### config.mk
export PLATFORM = sky130hd
export DESIGN_NAME = song_sequencer
export DESIGN_NICKNAME = d
export VERILOG_FILES = /design/src/rtl/gh_pkg.sv /design/src/rtl/song_rom.sv /design/src/rtl/song_sequencer.sv
export SDC_FILE = /design/constraint.sdc
export NUM_CORES = 1
export LEC_CHECK = 0
export CAP_MARGIN = 20
export CORE_ASPECT_RATIO = 0.6
export CORE_UTILIZATION = 40
export CTS_CLUSTER_SIZE = 10
export DETAILED_ROUTE_END_ITERATION = 10
export PLACE_DENSITY = 0.63
export SYNTH_ARGS = -nofsm -noshare
export SYNTH_HDL_FRONTEND = slang
export SYNTH_SLANG_ARGS = --single-unit
### constraint.sdc
create_clock -name clk -period 2.5 [get_ports clk]
set_input_delay 0.5 -clock clk [delete_from_list [all_inputs] [get_ports clk]]
set_output_delay 0.5 -clock clk [all_outputs]
set_load 0.05 [all_outputs]
### src/rtl/gh_pkg.sv
// Shared types and constants for the falling-note game controller.
package gh_pkg;

   typedef enum logic [2:0] {
      ST_IDLE    = 3'd0,
      ST_COUNTIN = 3'd1,
      ST_PLAY    = 3'd2,
      ST_DRAIN   = 3'd3,
      ST_PAUSE   = 3'd4,
      ST_OVER    = 3'd5
   } gh_state_e;

   localparam int NUM_LANES      = 4;
   localparam int VISIBLE_ROWS   = 10;
   localparam int SCORE_W        = 16;
   localparam int COMBO_BONUS_TH = 8;

endpackage

### src/rtl/song_rom.sv
// Song note ROM: one lane mask per row, registered read. Contents come from
// SONG_DATA, which is generated from the song file (row i at bits [4i+3:4i]).
module song_rom
   import gh_pkg::*;
#(
   parameter int SONG_LEN = 64,
   parameter int ADDR_W   = 6,
   parameter logic [NUM_LANES*SONG_LEN-1:0] SONG_DATA = {SONG_LEN{4'h1}}
) (
   input  logic                 clk,
   input  logic [ADDR_W-1:0]    addr,
   output logic [NUM_LANES-1:0] data
);

   // Addresses past the end of the song read back as empty rows.
   always_ff @(posedge clk) begin
      data <= '0;
      for (int i = 0; i < SONG_LEN; i++) begin
         if (addr == ADDR_W'(i)) data <= SONG_DATA[NUM_LANES*i +: NUM_LANES];
      end
   end

endmodule

### src/rtl/song_sequencer.sv
// Game controller: row-shift timebase, song feed to the note shifter,
// bottom-row judging with score/combo/lives, and the game state machine.
//
// state   | meaning
// IDLE    | shifter held in reset, waiting for start
// COUNTIN | empty rows shifted before the song
// PLAY    | song rows fed from ROM, judging active
// DRAIN   | empty rows until the last note leaves the screen, judging active
// PAUSE   | timebase frozen, returns to the saved state on pause
// OVER    | results held, start returns to IDLE
module song_sequencer
   import gh_pkg::*;
#(
   parameter int TICK_DIV     = 35000000,
   parameter int SONG_LEN     = 64,
   parameter int ADDR_W       = 6,
   parameter int COUNTIN_ROWS = 10,
   parameter int MAX_LIVES    = 5,
   parameter logic [NUM_LANES*SONG_LEN-1:0] SONG_DATA = {SONG_LEN{4'h1}}
) (
   input  logic                 clk,
   input  logic                 reset,
   input  logic                 start_btn,
   input  logic                 pause_btn,
   input  logic [NUM_LANES-1:0] buttons,
   input  logic [NUM_LANES-1:0] check,
   output logic                 shift_tick,
   output logic [NUM_LANES-1:0] note_data,
   output logic                 shifter_reset,
   output logic                 shifter_run,
   output logic [SCORE_W-1:0]   score,
   output logic [7:0]           combo,
   output logic [2:0]           lives,
   output logic [2:0]           state,
   output logic                 game_over
);

   localparam int DIV_W = $clog2(TICK_DIV);
   localparam int ROW_W = 8;

   logic                 start_s1, start_s2, start_prev;
   logic                 pause_s1, pause_s2, pause_prev;
   logic [NUM_LANES-1:0] btn_s1, btn_s2, btn_prev;
   logic                 start_edge, pause_edge;
   logic [NUM_LANES-1:0] btn_edge;

   gh_state_e            state_q, state_d, saved_q, saved_d;
   logic [DIV_W-1:0]     div_q, div_d;
   logic [ADDR_W-1:0]    addr_q, addr_d;
   logic [ROW_W-1:0]     rows_q, rows_d;
   logic [SCORE_W-1:0]   score_q, score_d;
   logic [7:0]           combo_q, combo_d;
   logic [2:0]           lives_q, lives_d;
   logic [NUM_LANES-1:0] mask_q, mask_d;
   logic [NUM_LANES-1:0] rom_data;

   logic                 running, tick, judge, hit, miss;
   logic [2:0]           lives_dec;
   logic [SCORE_W:0]     score_sum;

   song_rom #(
      .SONG_LEN  (SONG_LEN),
      .ADDR_W    (ADDR_W),
      .SONG_DATA (SONG_DATA)
   ) u_rom (
      .clk  (clk),
      .addr (addr_q),
      .data (rom_data)
   );

   always_ff @(posedge clk) begin
      if (!reset) begin
         start_s1 <= 1'b0;
         start_s2 <= 1'b0;
         start_prev <= 1'b0;
         pause_s1 <= 1'b0;
         pause_s2 <= 1'b0;
         pause_prev <= 1'b0;
         btn_s1 <= '0;
         btn_s2 <= '0;
         btn_prev <= '0;
      end else begin
         start_s1 <= start_btn;
         start_s2 <= start_s1;
         start_prev <= start_s2;
         pause_s1 <= pause_btn;
         pause_s2 <= pause_s1;
         pause_prev <= pause_s2;
         btn_s1 <= buttons;
         btn_s2 <= btn_s1;
         btn_prev <= btn_s2;
      end
   end

   assign start_edge = start_s2 & ~start_prev;
   assign pause_edge = pause_s2 & ~pause_prev;
   assign btn_edge   = btn_s2 & ~btn_prev;

   assign running   = (state_q == ST_COUNTIN) || (state_q == ST_PLAY) || (state_q == ST_DRAIN);
   assign tick      = running && (div_q == DIV_W'(TICK_DIV - 1));
   assign judge     = tick && ((state_q == ST_PLAY) || (state_q == ST_DRAIN));
   assign hit       = (check != '0) && (mask_q == check);
   assign miss      = !hit && !((check == '0) && (mask_q == '0));
   assign lives_dec = (lives_q == '0) ? '0 : lives_q - 3'd1;
   assign score_sum = {1'b0, score_q} +
                      ((combo_q >= 8'(COMBO_BONUS_TH)) ? (SCORE_W+1)'(2) : (SCORE_W+1)'(1));

   always_comb begin
      state_d = state_q;
      saved_d = saved_q;
      div_d   = div_q;
      addr_d  = addr_q;
      rows_d  = rows_q;
      score_d = score_q;
      combo_d = combo_q;
      lives_d = lives_q;
      mask_d  = mask_q;

      // A lane edge in the tick cycle opens the next window.
      if (running) begin
         div_d  = tick ? '0 : div_q + 1'b1;
         mask_d = tick ? btn_edge : (mask_q | btn_edge);
      end else if (state_q != ST_PAUSE) begin
         mask_d = '0;
      end

      case (state_q)
         ST_IDLE: begin
            if (start_edge) begin
               state_d = ST_COUNTIN;
               score_d = '0;
               combo_d = '0;
               addr_d  = '0;
               div_d   = '0;
               rows_d  = ROW_W'(COUNTIN_ROWS - 1);
               lives_d = 3'(MAX_LIVES);
               mask_d  = '0;
            end
         end
         ST_COUNTIN: begin
            if (tick) begin
               if (rows_q == '0) begin
                  state_d = ST_PLAY;
                  addr_d  = '0;
               end else begin
                  rows_d = rows_q - 1'b1;
               end
            end
         end
         ST_PLAY: begin
            if (tick) begin
               addr_d = addr_q + 1'b1;
               if (addr_q == ADDR_W'(SONG_LEN - 1)) begin
                  state_d = ST_DRAIN;
                  rows_d  = ROW_W'(VISIBLE_ROWS - 1);
               end
            end
         end
         ST_DRAIN: begin
            if (tick) begin
               if (rows_q == '0) state_d = ST_OVER;
               else rows_d = rows_q - 1'b1;
            end
         end
         ST_PAUSE: begin
            if (pause_edge) state_d = saved_q;
         end
         ST_OVER: begin
            if (start_edge) state_d = ST_IDLE;
         end
         default: state_d = ST_IDLE;
      endcase

      if (judge) begin
         if (hit) begin
            score_d = score_sum[SCORE_W] ? '1 : score_sum[SCORE_W-1:0];
            combo_d = (combo_q == 8'hFF) ? combo_q : combo_q + 8'd1;
         end else if (miss) begin
            combo_d = '0;
            lives_d = lives_dec;
            if (lives_dec == '0) state_d = ST_OVER;
         end
      end

      // Pausing on a tick saves the post-tick state; a game that just ended stays over.
      if (running && pause_edge && (state_d != ST_OVER)) begin
         saved_d = state_d;
         state_d = ST_PAUSE;
      end
   end

   always_ff @(posedge clk) begin
      if (!reset) begin
         state_q <= ST_IDLE;
         saved_q <= ST_IDLE;
         div_q   <= '0;
         addr_q  <= '0;
         rows_q  <= '0;
         score_q <= '0;
         combo_q <= '0;
         lives_q <= 3'(MAX_LIVES);
         mask_q  <= '0;
      end else begin
         state_q <= state_d;
         saved_q <= saved_d;
         div_q   <= div_d;
         addr_q  <= addr_d;
         rows_q  <= rows_d;
         score_q <= score_d;
         combo_q <= combo_d;
         lives_q <= lives_d;
         mask_q  <= mask_d;
      end
   end

   assign shift_tick    = tick;
   assign note_data     = (state_q == ST_PLAY) ? rom_data : '0;
   assign shifter_reset = (state_q == ST_IDLE);
   assign shifter_run   = running;
   assign score         = score_q;
   assign combo         = combo_q;
   assign lives         = lives_q;
   assign state         = state_q;
   assign game_over     = (state_q == ST_OVER);

endmodule
# After elaboration in Yosys (flattened, before gate mapping)
# Index checks and enable logic that the tools add are counted.
# classes
order_cmp	1
muxes	55
bitwise	8
n_reduce_logical	27
addsub	6
eq_ne	81
# ops
operator	count
$eq A6 B6 Y1 const B	32
$mux W26	4
$eq A6 B5 Y1 const B	16
$mux W8	11
$mux W16	5
$reduce_or A63 Y1	1
$mux W3	20
$eq A6 B4 Y1 const B	8
$add A26 B1 Y26 const B	1
$eq A26 B26 Y1 const B	1
$eq A6 B3 Y1 const B	4
$mux W4	6
$mux W6	4
$pmux W8 S3	1
$pmux W3 S6	1
$pmux W6 S3	1
$add A16 B2 Y17	1
$eq A6 B2 Y1 const B	2
$logic_not A3 Y1	3
$ne A3 B3 Y1 const B	3
$add A8 B1 Y8 const B	1
$eq A8 B8 Y1 const B	1
$ge A8 B4 Y1 const B	1
$logic_not A4 Y1	2
27 further kinds	48
# word_totals
regBits	99
wordCells	198

# Depth between registers and ports, before layout
# logic_depth
word_depth	13
depth_mapped	12
depth_no_buf	11

# Hierarchy
# Synthesis repeated with hierarchy kept, for this count alone.
# unflattened
cells_unflattened	572
area_unflattened_um2	4874.7
# by_module_without_submodules
mod	seq_area_each_um2	area_per_inst_um2	cells_each	n_inst
song_sequencer	1901.8	4824.6	566	1
song_rom	20.0	50.0	6	1

# Worst setup path before layout
# Ideal clock, no wire load.
# synth_path
path_kind	flip-flop to flip-flop
from	reg state_q[1] (netlist: state[1])
to	reg score_q[9] (netlist: score[9])
stages_incl_launch_ff	8
setup_slack_ps	-637
path_buffers	2
t_arrival_ps	3022
setup_ps	115
path_cell_list	dfxtp_1 clkbuf_1 nor3_1 nand2_1 nand2_1 clkbuf_1 a31oi_1 o21a_1
# synth_via
elab_cells_between_ends	12
cone_classes	eq/ne (3); mux (3); reduce/logical (6)
# synth_lines
element	line	rtl
start: declaration	song_sequencer.sv:47	gh_state_e state_q, state_d, saved_q, saved_d;
start signal: assignment	song_sequencer.sv:204	state_q <= state_d;
$logic_not A3 Y1 *	-	
via shifter_reset	song_sequencer.sv:29	output logic shifter_reset,
$mux W16 *	song_sequencer.sv:127	case (state_q)
$mux W16	song_sequencer.sv:175	if (hit) begin
$mux W16 *	song_sequencer.sv:174	if (judge) begin
end signal: assignment	song_sequencer.sv:209	score_q <= score_d;
end: declaration	song_sequencer.sv:51	logic [SCORE_W-1:0] score_q, score_d;
# The timed path passes the listed nets; every way through them passes the cells marked *.
# A chain may end at the register's enable or synchronous reset.

# Final worst setup path
# layout_path
from	reg div_q[13]
to	out shift_tick
# layout_via
elab_chain_cells	2
# layout_rtl
element	line	rtl
start: declaration	song_sequencer.sv:48	logic [DIV_W-1:0] div_q, div_d;
start signal: assignment	song_sequencer.sv:206	div_q <= div_d;
$eq A26 B26 Y1	song_sequencer.sv:100	assign tick = running && (div_q == DIV_W'(TICK_DIV - 1));
$logic_and A1 B1 Y1	song_sequencer.sv:100	
end: declaration	song_sequencer.sv:27	output logic shift_tick,
# Every way passes these cells.

==> flow_summary.toml <==
[outcome]
status = "completed"

[sta]
rsz0062_at_grt = "yes"
max_freq_mhz = 412
slew_headroom_pct = 57.7
setup_viol = 0
hold_viol = 0
finalMaxSlewViolations = 0
fin_setup_tns_ns = 0
tightest_slew_ns = 0.633
post-route-period-util_pct = 97.0
fin_crit_ns = 2.43
skew_ns = 0.00862

[flow_run]
drv_cap = 0

[routing]
drc = 0
wl_per_cell_um = 15.0
firstDrtPassIters = 5
vias = 4405
drt_iter0_drc = 293
routed_wl_um = 12300
via_per_inst = 5.35
ant_nets = 0

[synth]
synth_seq_cells = 96
synth_area_sq_um = 4800
async_flop_share_pct = 0
syn-instance-count = 574
synth_edf_count = 0
synth_cell_type_count = 63
yosysWarnings = 0
ys_seq_area_share_pct = 40.0
synth_flop_cell = "dfxtp_1"
syn_avg_cell_area_sq_um = 8.37

[critical_path]
worstPathRequired_ns = 2.00
cpMaxStageDelayCell = "dfxtp_1"
worst_path_largest_cell_delay_ns = 0.38
cpLargestDelayFamily = "simple AND/OR/NAND/NOR gates"
worst-path-max-fanout = 8
crit_path_start = "div_q[13]"
crit_type = "flip-flop to primary output"
r2r-start = "div_q[16]"
crit_path_start_kind = "flip-flop"
crit_chain = "nor4b_2 > nand3_1 > buf_4 > or3_1 > inv_1 > buf_12"
r2r_cells = 8
cp.buffers_inverters = 3
cp.arrival_ns = 1.93
cp.depth = 6
critPathCaptureType = "primary output"

[place]
gp_congestion = 0.892
hpwl_um = 8790
port_buffers = 46

[floorplanning]
initial_core_util_pct = 41.8
core_area_sq_um = 11500
row_count = 30
die-height_um = 86.9
floorplan.die_area_sq_um = 12500
die_x_um = 143
boundaryPins = 50

[clock_tree]
cts.clk_slew.worst_paths_ns = 0.07
cts_buffers = 9
cts_hold_buf = 0
clk_latency_ns = 0.35
clockBufferDepth = 2
cts_tree = "yes"
cts_htree_levels = 3
cts_sinks = 96
cts_root_buf = "clkbuf_16"

[power_and_ir_drop]
p_total_uw = 3200
leakagePower_uw = 0.00234
power_density_nw_per_um2 = 516
peakVddDrop_v = 0.000305

[cells_and_area]
finalNetCount = 684
antennaDiodeCount = 0
area_growth_syn_to_layout_pct = 29.1
drive_gt1_share_pct = 15.4

[global_routing]
grt_overflow = 0
grt_pass1_wl_um = 20000
grt_pass1_vias = 4130
grt_start_max_net_pins = 28
antenna_found_initial = 0
grt_usage_pct = 20.7

[hold_path]
hold_depth = 1
min_from = "start_s1"
hold_path_class = "flip-flop to flip-flop"
## cell families after synthesis
| family | share of synthesized area, % |
|---|---|
| flops | 40.0 |
| compound gates | 16.5 |
| other cells | 0.0781 |
| simple gates | 29.9 |
| buf+inv | 4.09 |
| xor+xnor | 5.47 |
| mux | 0.208 |
| fa+ha+maj | 3.80 |
## synth_stat cells (all sizes together) (3+ instances only)
cell type	count	share of area, %
buf	5	0.81
nor3	20	2.3
nor4b	3	0.86
dfxtp	96	40
and3	18	2.3
and4	3	0.55
nand4	17	2.5
ha	13	3.4
a211oi	5	0.89
a32o	5	1.0
a31oi	6	0.78
nor2b	13	1.7
o31ai	4	0.63
xor2	24	4.4
inv	25	2.0
a21oi	38	4.0
a41oi	3	0.55
nor2	62	4.8
and2	27	3.5
o21ai	30	3.1
nand2b	11	1.4
nand2	48	3.8
xnor2	6	1.1
nor3b	3	0.47
o21a	10	1.6
nor4	13	2.3
or3	6	0.78
nand3	15	1.7
clkbuf	17	1.3
## metrics by stage
stage                     worst slack (ns)  std cells  utilization [%]  hold WS [ns]  cell area [sq um]
after CTS                          0.00453        818             53.1         0.438               6090
after detailed placement            -0.140        800             50.1         0.422               5750
after floorplan                    -0.0730        576                -         0.412               4860
after global routing               -0.0268        823             54.0         0.465               6200
after global placement              -0.142        800             50.1         0.414               5750
final                               0.0741        823             54.0         0.437               6200
## area by class of cell
type / instances / area (sq um)
well taps: 160 / 200
inverters: 25 / 93.8
multi-input cells: 433 / 2790
clock inverters: 4 / 50.0
fillers: 1072 / 5290
clock buffers: 12 / 258
repair buffers: 93 / 861
flip-flops and latches: 96 / 1940
## worst reg2reg max path, stage by stage, from the launching register on
cell	delay (ns)
dfxtp_1	0.36
nor4_4	0.35
nand4_4	0.15
buf_4	0.19
buf_4	0.16
nor4_4	0.27
a21oi_1	0.16
or2_2	0.34
o311a_1	0.33
## per-layer routing
layer	share of wire [%]	track usage [%]
met1	52	30.4
met2	41	29.0
met4	0.98	6.19
met3	6.6	5.83
met5	0	0
## final timing paths
check                             endpoint  slack (ns)
worst min register to register    start_s2        0.44
worst max-delay path            shift_tick        0.07
worst max register to register    combo[5]        0.10
worst min-delay path              start_s2        0.44
## sequential cells by signal, indices dropped and copies added, names as in the netlist
register / count
div_q: 26
score: 16
combo: 8
rows_q: 8
addr_q: 6
btn_prev: 4
btn_s1: 4
btn_s2: 4
mask_q: 4
lives: 3
saved_q: 3
state: 3
pause_prev: 1
pause_s1: 1
pause_s2: 1
start_prev: 1
start_s1: 1
start_s2: 1
u_rom.data: 1
## layout by cell type (no fill, tap or decap), types with 9 or more instances in the layout
cell / count
a21oi_1: 37
and2_1: 27
and3_1: 17
buf_4: 45
clkbuf_16: 10
clkdlybuf4s50_1: 42
dfxtp_1: 88
ha_1: 12
inv_1: 25
nand2_1: 48
nand2b_1: 11
nand3_1: 13
nand4_1: 16
nor2_1: 62
nor2b_1: 13
nor3_1: 16
nor4_1: 9
o21a_1: 10
o21ai_0: 30
xor2_1: 24
## where the power goes
part           leakage (uW)  total, uW  switching [uW]  internal, uW
clock              0.000152       1430             591           838
combinational       0.00141        217             131          86.3
sequential         0.000782       1560            13.3          1540
total               0.00234       3200             735          2470
## timing repair
action	in CTS	in global routing
pin swaps	1	2
resized for setup	3	17
buffers inserted	2	3
gates cloned	0	2
endpoints found under the setup margin	1	18
Note: power is estimated with default switching activity, not from simulation.
